==> src/rtl/xyolo_write_seq.sv <==
// xyolo_write_seq
//   Sequencer for the YOLO write stage. Each accepted run walks n_out output
//   pixels of n_taps kernel taps each, issuing one tap per cycle. It drives
//   the pixel fetch port, the xyolo load strobes and the vwrite result port.
//
// State table
//   state | meaning
//   IDLE  | after reset, waiting for run
//   ISSUE | one tap fetch issued per cycle
//   DRAIN | fetches done, waiting for the delay pipeline to empty
//   DONE  | run complete, done held high until the next accepted run
//
// Ports
//   clk, rst (async, active low)
//   run                 start pulse, sampled in IDLE and DONE only
//   n_taps, n_out       taps per output, outputs per run
//   rd_base, tap_incr, out_incr   pixel address generation
//   wr_base, maxpool, lane_mask   result write control
//   vread_enB, vread_addrB        pixel fetch
//   ld_acc, ld_mp, ld_res         xyolo load strobes
//   vwrite_enB, vwrite_addrB      result write
//   busy, done                    status
module xyolo_write_seq #(
    parameter int ADDR_W  = 10,
    parameter int WADDR_W = 10,
    parameter int NVECT   = 16,
    parameter int CNT_W   = 10,
    parameter int RES_LAT = 2
) (
    input  logic               clk,
    input  logic               rst,
    input  logic               run,
    input  logic [CNT_W-1:0]   n_taps,
    input  logic [CNT_W-1:0]   n_out,
    input  logic [ADDR_W-1:0]  rd_base,
    input  logic [ADDR_W-1:0]  tap_incr,
    input  logic [ADDR_W-1:0]  out_incr,
    input  logic [WADDR_W-1:0] wr_base,
    input  logic               maxpool,
    input  logic [NVECT-1:0]   lane_mask,
    output logic               vread_enB,
    output logic [ADDR_W-1:0]  vread_addrB,
    output logic               ld_acc,
    output logic               ld_mp,
    output logic               ld_res,
    output logic [NVECT-1:0]   vwrite_enB,
    output logic [WADDR_W-1:0] vwrite_addrB,
    output logic               busy,
    output logic               done
);

    // Delay stages between the fetch register and the write register.
    localparam int PIPE_D = RES_LAT + 2;

    typedef enum logic [1:0] {
        IDLE  = 2'd0,
        ISSUE = 2'd1,
        DRAIN = 2'd2,
        DONE  = 2'd3
    } state_t;

    state_t             state;
    logic               done_first;

    logic [CNT_W-1:0]   n_taps_r;
    logic [ADDR_W-1:0]  tap_incr_r;
    logic [ADDR_W-1:0]  out_incr_r;
    logic               maxpool_r;
    logic [NVECT-1:0]   lane_mask_r;

    // Down-counters: taps left after the current one, outputs left after the
    // current one. Terminal count is zero.
    logic [CNT_W-1:0]   tap_rem;
    logic [CNT_W-1:0]   out_rem;
    logic [1:0]         grp;
    logic [ADDR_W-1:0]  out_base;

    // Attributes of the tap currently on the fetch port.
    logic               cur_last;
    logic               cur_wr;
    logic [WADDR_W-1:0] cur_waddr;

    logic               s_v;
    logic [PIPE_D-1:0]  s_last;
    logic [PIPE_D-1:0]  s_wr;
    logic [WADDR_W-1:0] s_waddr [PIPE_D];

    logic               run_ok;
    logic               cfg_zero;

    always_comb begin
        run_ok   = 1'b0;
        cfg_zero = (n_taps == '0) || (n_out == '0);
        if (run) begin
            if (state == IDLE)
                run_ok = 1'b1;
            else if (state == DONE && !done_first)
                run_ok = 1'b1;
        end
    end

    always_ff @(posedge clk or negedge rst) begin
        if (!rst) begin
            state        <= IDLE;
            done_first   <= 1'b0;
            n_taps_r     <= '0;
            tap_incr_r   <= '0;
            out_incr_r   <= '0;
            maxpool_r    <= 1'b0;
            lane_mask_r  <= '0;
            tap_rem      <= '0;
            out_rem      <= '0;
            grp          <= '0;
            out_base     <= '0;
            cur_last     <= 1'b0;
            cur_wr       <= 1'b0;
            cur_waddr    <= '0;
            s_v          <= 1'b0;
            s_last       <= '0;
            s_wr         <= '0;
            for (int k = 0; k < PIPE_D; k++)
                s_waddr[k] <= '0;
            vread_enB    <= 1'b0;
            vread_addrB  <= '0;
            ld_acc       <= 1'b0;
            ld_mp        <= 1'b0;
            ld_res       <= 1'b0;
            vwrite_enB   <= '0;
            vwrite_addrB <= '0;
            busy         <= 1'b0;
            done         <= 1'b0;
        end else begin
            // Delay pipeline: fetch at c, ld_acc at c+2, ld_res at c+3,
            // write at c+3+RES_LAT.
            s_v        <= vread_enB;
            s_last     <= {s_last[PIPE_D-2:0], vread_enB & cur_last};
            s_wr       <= {s_wr[PIPE_D-2:0], vread_enB & cur_wr};
            s_waddr[0] <= cur_waddr;
            for (int k = 1; k < PIPE_D; k++)
                s_waddr[k] <= s_waddr[k-1];

            ld_acc       <= s_v;
            ld_res       <= s_last[1];
            ld_mp        <= s_last[1] & maxpool_r;
            vwrite_enB   <= s_wr[PIPE_D-1] ? lane_mask_r : '0;
            vwrite_addrB <= s_wr[PIPE_D-1] ? s_waddr[PIPE_D-1] : '0;

            done_first <= 1'b0;

            case (state)
                IDLE, DONE: begin
                    if (run_ok) begin
                        if (cfg_zero) begin
                            state      <= DONE;
                            done       <= 1'b1;
                            done_first <= 1'b1;
                            busy       <= 1'b0;
                        end else begin
                            state       <= ISSUE;
                            busy        <= 1'b1;
                            done        <= 1'b0;
                            n_taps_r    <= n_taps;
                            tap_incr_r  <= tap_incr;
                            out_incr_r  <= out_incr;
                            maxpool_r   <= maxpool;
                            lane_mask_r <= lane_mask;
                            tap_rem     <= n_taps - CNT_W'(1);
                            out_rem     <= n_out - CNT_W'(1);
                            grp         <= 2'd0;
                            out_base    <= rd_base;
                            vread_enB   <= 1'b1;
                            vread_addrB <= rd_base;
                            cur_last    <= (n_taps == CNT_W'(1));
                            // Output 0 is only stored under maxpool when it
                            // is also the final output.
                            cur_wr      <= (n_taps == CNT_W'(1)) &&
                                           (!maxpool || n_out == CNT_W'(1));
                            cur_waddr   <= wr_base;
                        end
                    end
                end

                ISSUE: begin
                    if (tap_rem != '0) begin
                        tap_rem     <= tap_rem - CNT_W'(1);
                        vread_addrB <= vread_addrB + tap_incr_r;
                        cur_last    <= (tap_rem == CNT_W'(1));
                        cur_wr      <= (tap_rem == CNT_W'(1)) &&
                                       (!maxpool_r || grp == 2'd3 ||
                                        out_rem == '0);
                    end else if (out_rem != '0) begin
                        // Next output: grp and out_rem advance, so look at
                        // their upcoming values when deciding the write.
                        out_rem     <= out_rem - CNT_W'(1);
                        grp         <= grp + 2'd1;
                        tap_rem     <= n_taps_r - CNT_W'(1);
                        out_base    <= out_base + out_incr_r;
                        vread_addrB <= out_base + out_incr_r;
                        cur_last    <= (n_taps_r == CNT_W'(1));
                        cur_wr      <= (n_taps_r == CNT_W'(1)) &&
                                       (!maxpool_r || grp == 2'd2 ||
                                        out_rem == CNT_W'(1));
                        if (cur_wr)
                            cur_waddr <= cur_waddr + WADDR_W'(1);
                    end else begin
                        state       <= DRAIN;
                        vread_enB   <= 1'b0;
                        vread_addrB <= '0;
                        cur_last    <= 1'b0;
                        cur_wr      <= 1'b0;
                    end
                end

                DRAIN: begin
                    // The final output's last-tap flag leaves the pipeline
                    // in the same cycle its write is presented.
                    if (s_last == '0) begin
                        state      <= DONE;
                        busy       <= 1'b0;
                        done       <= 1'b1;
                        done_first <= 1'b1;
                    end
                end

                default: state <= IDLE;
            endcase
        end
    end

endmodule
==> config.mk <==
export PLATFORM = sky130hd
export DESIGN_NAME = xyolo_write_seq
export DESIGN_NICKNAME = d
export VERILOG_FILES = /design/src/rtl/xyolo_write_seq.sv
export SDC_FILE = /design/constraint.sdc
export NUM_CORES = 1
export LEC_CHECK = 0
export ABC_AREA = 1
export CAP_MARGIN = 15
export CORE_MARGIN = 2
export CORE_UTILIZATION = 55
export DETAILED_ROUTE_END_ITERATION = 10
export GPL_TIMING_DRIVEN = 0
export PLACE_DENSITY = 0.8
export SYNTH_ARGS = -nofsm -noshare
export SYNTH_HDL_FRONTEND = slang
export SYNTH_SLANG_ARGS = --single-unit
==> constraint.sdc <==
create_clock -name clk -period 4.5 [get_ports clk]
set_input_delay 0.675 -clock clk [delete_from_list [all_inputs] [get_ports clk]]
set_output_delay 0.675 -clock clk [all_outputs]
set_load 0.005 [all_outputs]
Yosys cells after proc, flatten, opt, wreduce, memory -nomap -nowiden
Cells that the tools add are included.
{"block": "word_totals", "word_cells": 158, "out_inout_bits": 42, "input_bits": 80, "regBits": 185}
{"block": "classes", "reduce_logical": 31, "n_addsub": 9, "eq_ne": 18, "n_mux": 66, "bitwise": 4}
{"op": "$mux W10", "n": 20}
{"op": "$pmux W10 S2", "n": 5}
{"op": "$eq A10 B1 Y1 const B", "n": 5}
{"op": "$sub A10 B1 Y10 const B", "n": 5}
{"op": "$logic_not A10 Y1", "n": 3}
{"op": "$mux W1", "n": 23}
{"op": "$add A10 B10 Y10", "n": 2}
{"op": "$reduce_bool A10 Y1", "n": 2}
{"op": "$mux W2", "n": 9}
{"op": "$mux W16", "n": 1}
{"op": "$ne A2 B2 Y1 const B", "n": 7}
{"op": "$pmux W1 S2", "n": 6}
{"op": "$add A10 B1 Y10 const B", "n": 1}
{"op": "$reduce_and A5 Y1", "n": 2}
{"op": "$reduce_and A3 Y1", "n": 3}
{"op": "$eq A2 B2 Y1 const B", "n": 4}
{"op": "$reduce_and A4 Y1", "n": 2}
{"op": "$logic_or A1 B1 Y1", "n": 6}
{"op": "$pmux W2 S3", "n": 1}
{"op": "$reduce_and A6 Y1", "n": 1}
{"op": "$logic_and A1 B1 Y1", "n": 4}
{"op": "$logic_not A4 Y1", "n": 1}
{"op": "$pmux W2 S2", "n": 1}
{"op": "$reduce_bool A2 Y1", "n": 2}
{"op": "other kinds (8)", "n": 12}

Depth between registers and ports, before layout
{"block": "logic_depth", "depth_word": 7, "ltp_mapped": 13, "mapped_depth_nobuf": 12}

Least setup slack after synthesis
No wires, ideal clock.
{"block": "synth_path", "path_kind": "in2reg", "startpoint": "in n_taps[1]", "endpoint": "reg cur_waddr[8]", "cell_stages": 13, "path_buffers": 2, "t_required_ns": 4.382, "slack_ns": 2.467, "setup_time_ns": 0.118, "arrival_time_ns": 1.915, "path_cell_list": "inv_1 > ha_1 > nand2_1 > nor2_2 > nand2_1 > nand2_2 > nand2_2 > nand2_4 > nor2_8 > buf_6 > buf_6 > nand3_1 > nand2_1"}
{"block": "synth_between", "elab_chain_cells": 4}
{"item": "from (decl)", "line": "33", "text": "input logic [CNT_W-1:0] n_taps,"}
{"item": "$logic_not A10 Y1", "line": "93", "text": "cfg_zero = (n_taps == '0) || (n_out == '0);"}
{"item": "$logic_or A1 B1 Y1", "line": "93"}
{"item": "$ne A2 B2 Y1 (no line)"}
{"item": "$reduce_and A6 Y1 (no line)"}
{"item": "to (signal assigned)", "line": "178", "text": "cur_waddr <= wr_base;"}
{"item": "to (signal assigned)", "line": "204", "text": "cur_waddr <= cur_waddr + WADDR_W'(1);"}
{"item": "to (decl)", "line": "81", "text": "logic [WADDR_W-1:0] cur_waddr;"}
Every way passes these cells.
A chain may end at the register's enable or synchronous reset.

Worst setup path in the final report
{"block": "layout_path", "startpoint": "in n_out[0]", "endpoint": "reg tap_incr_r[6]"}
{"block": "layout_between", "elab_chain_cells": 4}
{"item": "from (decl)", "line": "34", "text": "input logic [CNT_W-1:0] n_out,"}
{"item": "$logic_not A10 Y1", "line": "93"}
{"item": "$logic_or A1 B1 Y1", "line": "93"}
{"item": "$not A1 Y1 (no line)"}
{"item": "$reduce_and A3 Y1 (no line)"}
{"item": "to (signal assigned)", "line": "163", "text": "tap_incr_r <= tap_incr;"}
{"item": "to (decl)", "line": "66", "text": "logic [ADDR_W-1:0] tap_incr_r;"}
Every way passes these cells.

==> impl_metrics.tcl <==
set metrics [dict create \
    cts_resized 0 \
    core_area_sq_um 16600 \
    holdBufCountCts 0 \
    ys_ff_latch 184 \
    clk_pin_slew_ns 0.07 \
    antenna_found_initial 0 \
    outcome "completed" \
    startpoint_type "primary input" \
    worstPathArrival_ns 3.08 \
    drt_drc_violations_left 0 \
    grt-ovfl-total 0 \
    worst_slack_ns 1.79 \
    cts_tree "yes" \
    postLayoutCellArea_sq_um 11400 \
    syn-num-nets 1260 \
    place_area_sq_um 10800 \
    r2r-end "out_base[6]" \
    p_per_area_nw_per_um2 768 \
    leakage_nw 5.88 \
    synth-edff-count 0 \
    worstRegToRegCells 8 \
    nNetsFinal 1401 \
    cts_max_level 4 \
    netlist_area_sq_um 9330 \
    finalCritPeriodShare_pct 60.2 \
    cap_violations 0 \
    area_growth_pct 22.7 \
    rows 47 \
    fin_util_pct 69.0 \
    drt-total-wl_um 23700 \
    r2r_slack_ns 2.07 \
    setup_viol 0 \
    io-pin-count 122 \
    slew_violations 0 \
    dieWidth_um 134 \
    rr_startpoint "state[1]" \
    worstPathCellList "clkdlybuf4s50_1 > inv_1 > ha_1 > nand2_1 > nor2_1 > nand3_1 > nand2_2 > nor2_1 > nand2_1 > buf_4 > buf_2 > nand2_1 > nand2_1" \
    antennaDiodeCount 0 \
    root_buffer "clkbuf_16" \
    hold_ws_ns 0.208 \
    wl_per_cell_um 15.7 \
    period_minus_slack_ns 2.71 \
    clk-insertion-delay-late_ns 0.44 \
    first_pass_iters 5 \
    synth.area.top_cells "dfrtp_1 (49%), nand2_1 (14%), nand3_1 (7.0%), inv_1 (5.1%), ha_1 (5.0%)" \
    gp_congestion 0.958 \
    grt_setup_unrepaired "no" \
    synthFlopType "dfrtp_1" \
    vdd_ir_drop_max_v 0.000445 \
    finalHoldViolations 0 \
    synth_warnings 0 \
    synth-seq-area-share_pct 49.3 \
    crit_end "tap_incr_r[6]" \
    cts_buffer_depth 2 \
    fmax_mhz 369 \
    grt_max_degree 103 \
    postCtsSetupBuffers 0 \
    netlist.area_leader.share_pct 49.3 \
    crit_path_end_kind "flop" \
    hold_path_class "in2async" \
    crit_fanout 10 \
    preCtsSetupSlack_ns 1.40 \
    postSynthCellCount 1141 \
    crit_start "n_out[0]" \
    worst_pin_slew_ns 0.779 \
    vias 8115 \
    max_stage_delay_ns 0.45 \
    timing.slew.headroom_pct 48.1 \
    cts_sinks 184 \
    synth_area_per_cell_sq_um 8.18 \
    grt_pass1_vias 7686 \
    grt_use_total_pct 27.4 \
    yosysTopAreaCell "dfrtp_1" \
    portBuffers 121 \
    crit_required_ns 4.88 \
    grt_pass1_wl_um 38600 \
    cpMostUsedCell "nand2_1" \
    dieArea_sq_um 18000 \
    ant_nets 0 \
    tns_ns 0 \
    first_iter_violations 649 \
    skew_ns 0.00751 \
    ys_types 39 \
    synth-async-reset-ratio_pct 100 \
    crit_path_top_delay_cell "clkdlybuf4s50_1" \
    drive_above_1_share_pct 5.87 \
    via_per_inst 5.36 \
    start_util_pct 56.3 \
    cts_buffers 17 \
    dp_hpwl_um 17200 \
    die_y_um 134 \
    path_class "in2reg" \
]
==> report_power, final <==
part	internal [mW]	switching (mW)
logic	1.65	2.76
registers	2.39	0.488
clock network	0.803	0.695
==> final cells by class <==
type                    count  area, sq um
inverters                 130          488
plain buffers              36          193
clock buffers              18          439
repair buffers            122         1240
well taps                 220          275
multi-input cells         791         4050
clock inverters            14          155
fillers                  1376         5140
flip-flops and latches    184         4600
==> state kept, by name (all words and copies together), names as in the netlist, 10 cells and up <==
| signal | flops |
|---|---|
| tap_rem | 10 |
| tap_incr_r | 10 |
| out_incr_r | 10 |
| vwrite_enB | 16 |
| vwrite_addrB | 10 |
| out_rem | 10 |
| out_base | 10 |
| n_taps_r | 10 |
| lane_mask_r | 16 |
| vread_addrB | 10 |
| s_waddr | 40 |
| cur_waddr | 10 |
==> logic make-up (layout without fill, tap and decap cells) <==
kind of cell | Yosys count | in the layout | synth area share, %
xor+xnor | 29 | 29 | 2.72
compound gates | 119 | 119 | 7.08
simple gates | 600 | 600 | 27.7
buf+inv | 166 | 320 | 7.30
flops | 184 | 184 | 49.3
mux | 4 | 4 | 0.429
fa+ha+maj | 39 | 39 | 5.39
==> cell usage in the layout (no fill, tap or decap), types with 10 or more instances in the layout <==
cell type and instances:
nand3_1 130, nand2_1 356, buf_2 10, clkbuf_16 17, nand4_1 10, a21oi_1 26
ha_1 37, xor2_1 22, dfrtp_1 184, o21ai_0 59, nor2_1 69, clkbuf_1 15
clkdlybuf4s50_1 120, inv_1 128
==> worst min-delay path by stage <==
stage	startpoint	to	slack, ns
2_1_floorplan	s_v	ld_acc	0.33
3_3_place_gp	s_waddr[18]	s_waddr[8]	0.33
3_5_place_dp	s_waddr[27]	s_waddr[17]	0.33
6_report	rst	vwrite_addrB[5]	0.21
4_1_cts	rst	vwrite_addrB[5]	0.23
5_1_grt	rst	vwrite_addrB[5]	0.26
==> synthesized netlist by cell type (2+ instances only) <==
master and number:
a21boi_0 4, a21o_1 2, a21oi_1 26, buf_1 3, buf_2 10, buf_4 4, buf_6 4, clkbuf_1 15
dfrtp_1 184, fa_1 2, ha_1 37, inv_1 128, inv_2 2, mux2i_1 4, nand2_1 356, nand2_2 3
nand2_4 2, nand3_1 130, nand3_2 2, nand3b_1 5, nand4_1 10, nor2_1 69, nor2_2 4, nor2_4 4
nor3_1 7, o211ai_1 8, o21a_1 9, o21ai_0 59, o21ai_1 7, or2_2 5, xnor2_1 7, xor2_1 22
==> per-stage QoR <==
step	power (mW)	cells
floorplan	5.82	1141
global placement	7.08	1482
detailed placement	7.21	1483
CTS	8.77	1515
global route	9.52	1515
finish	8.79	1515
==> critical path, delay by kind of cell <==
family                   cells  cell delay, ns
buffers and inverters        4            1.05
AND/OR/NAND/NOR              8            1.14
adder cells (fa/ha/maj)      1            0.20
==> per-layer routing <==
| metal | global-route usage [%] | routed length, um |
|---|---|---|
| met1 | 38.4 | 10500 |
| met3 | 5.10 | 1750 |
| met2 | 43.6 | 10900 |
| met4 | 8.71 | 545 |
| met5 | 0 | 0 |
Power figures use the tool's default switching activity.
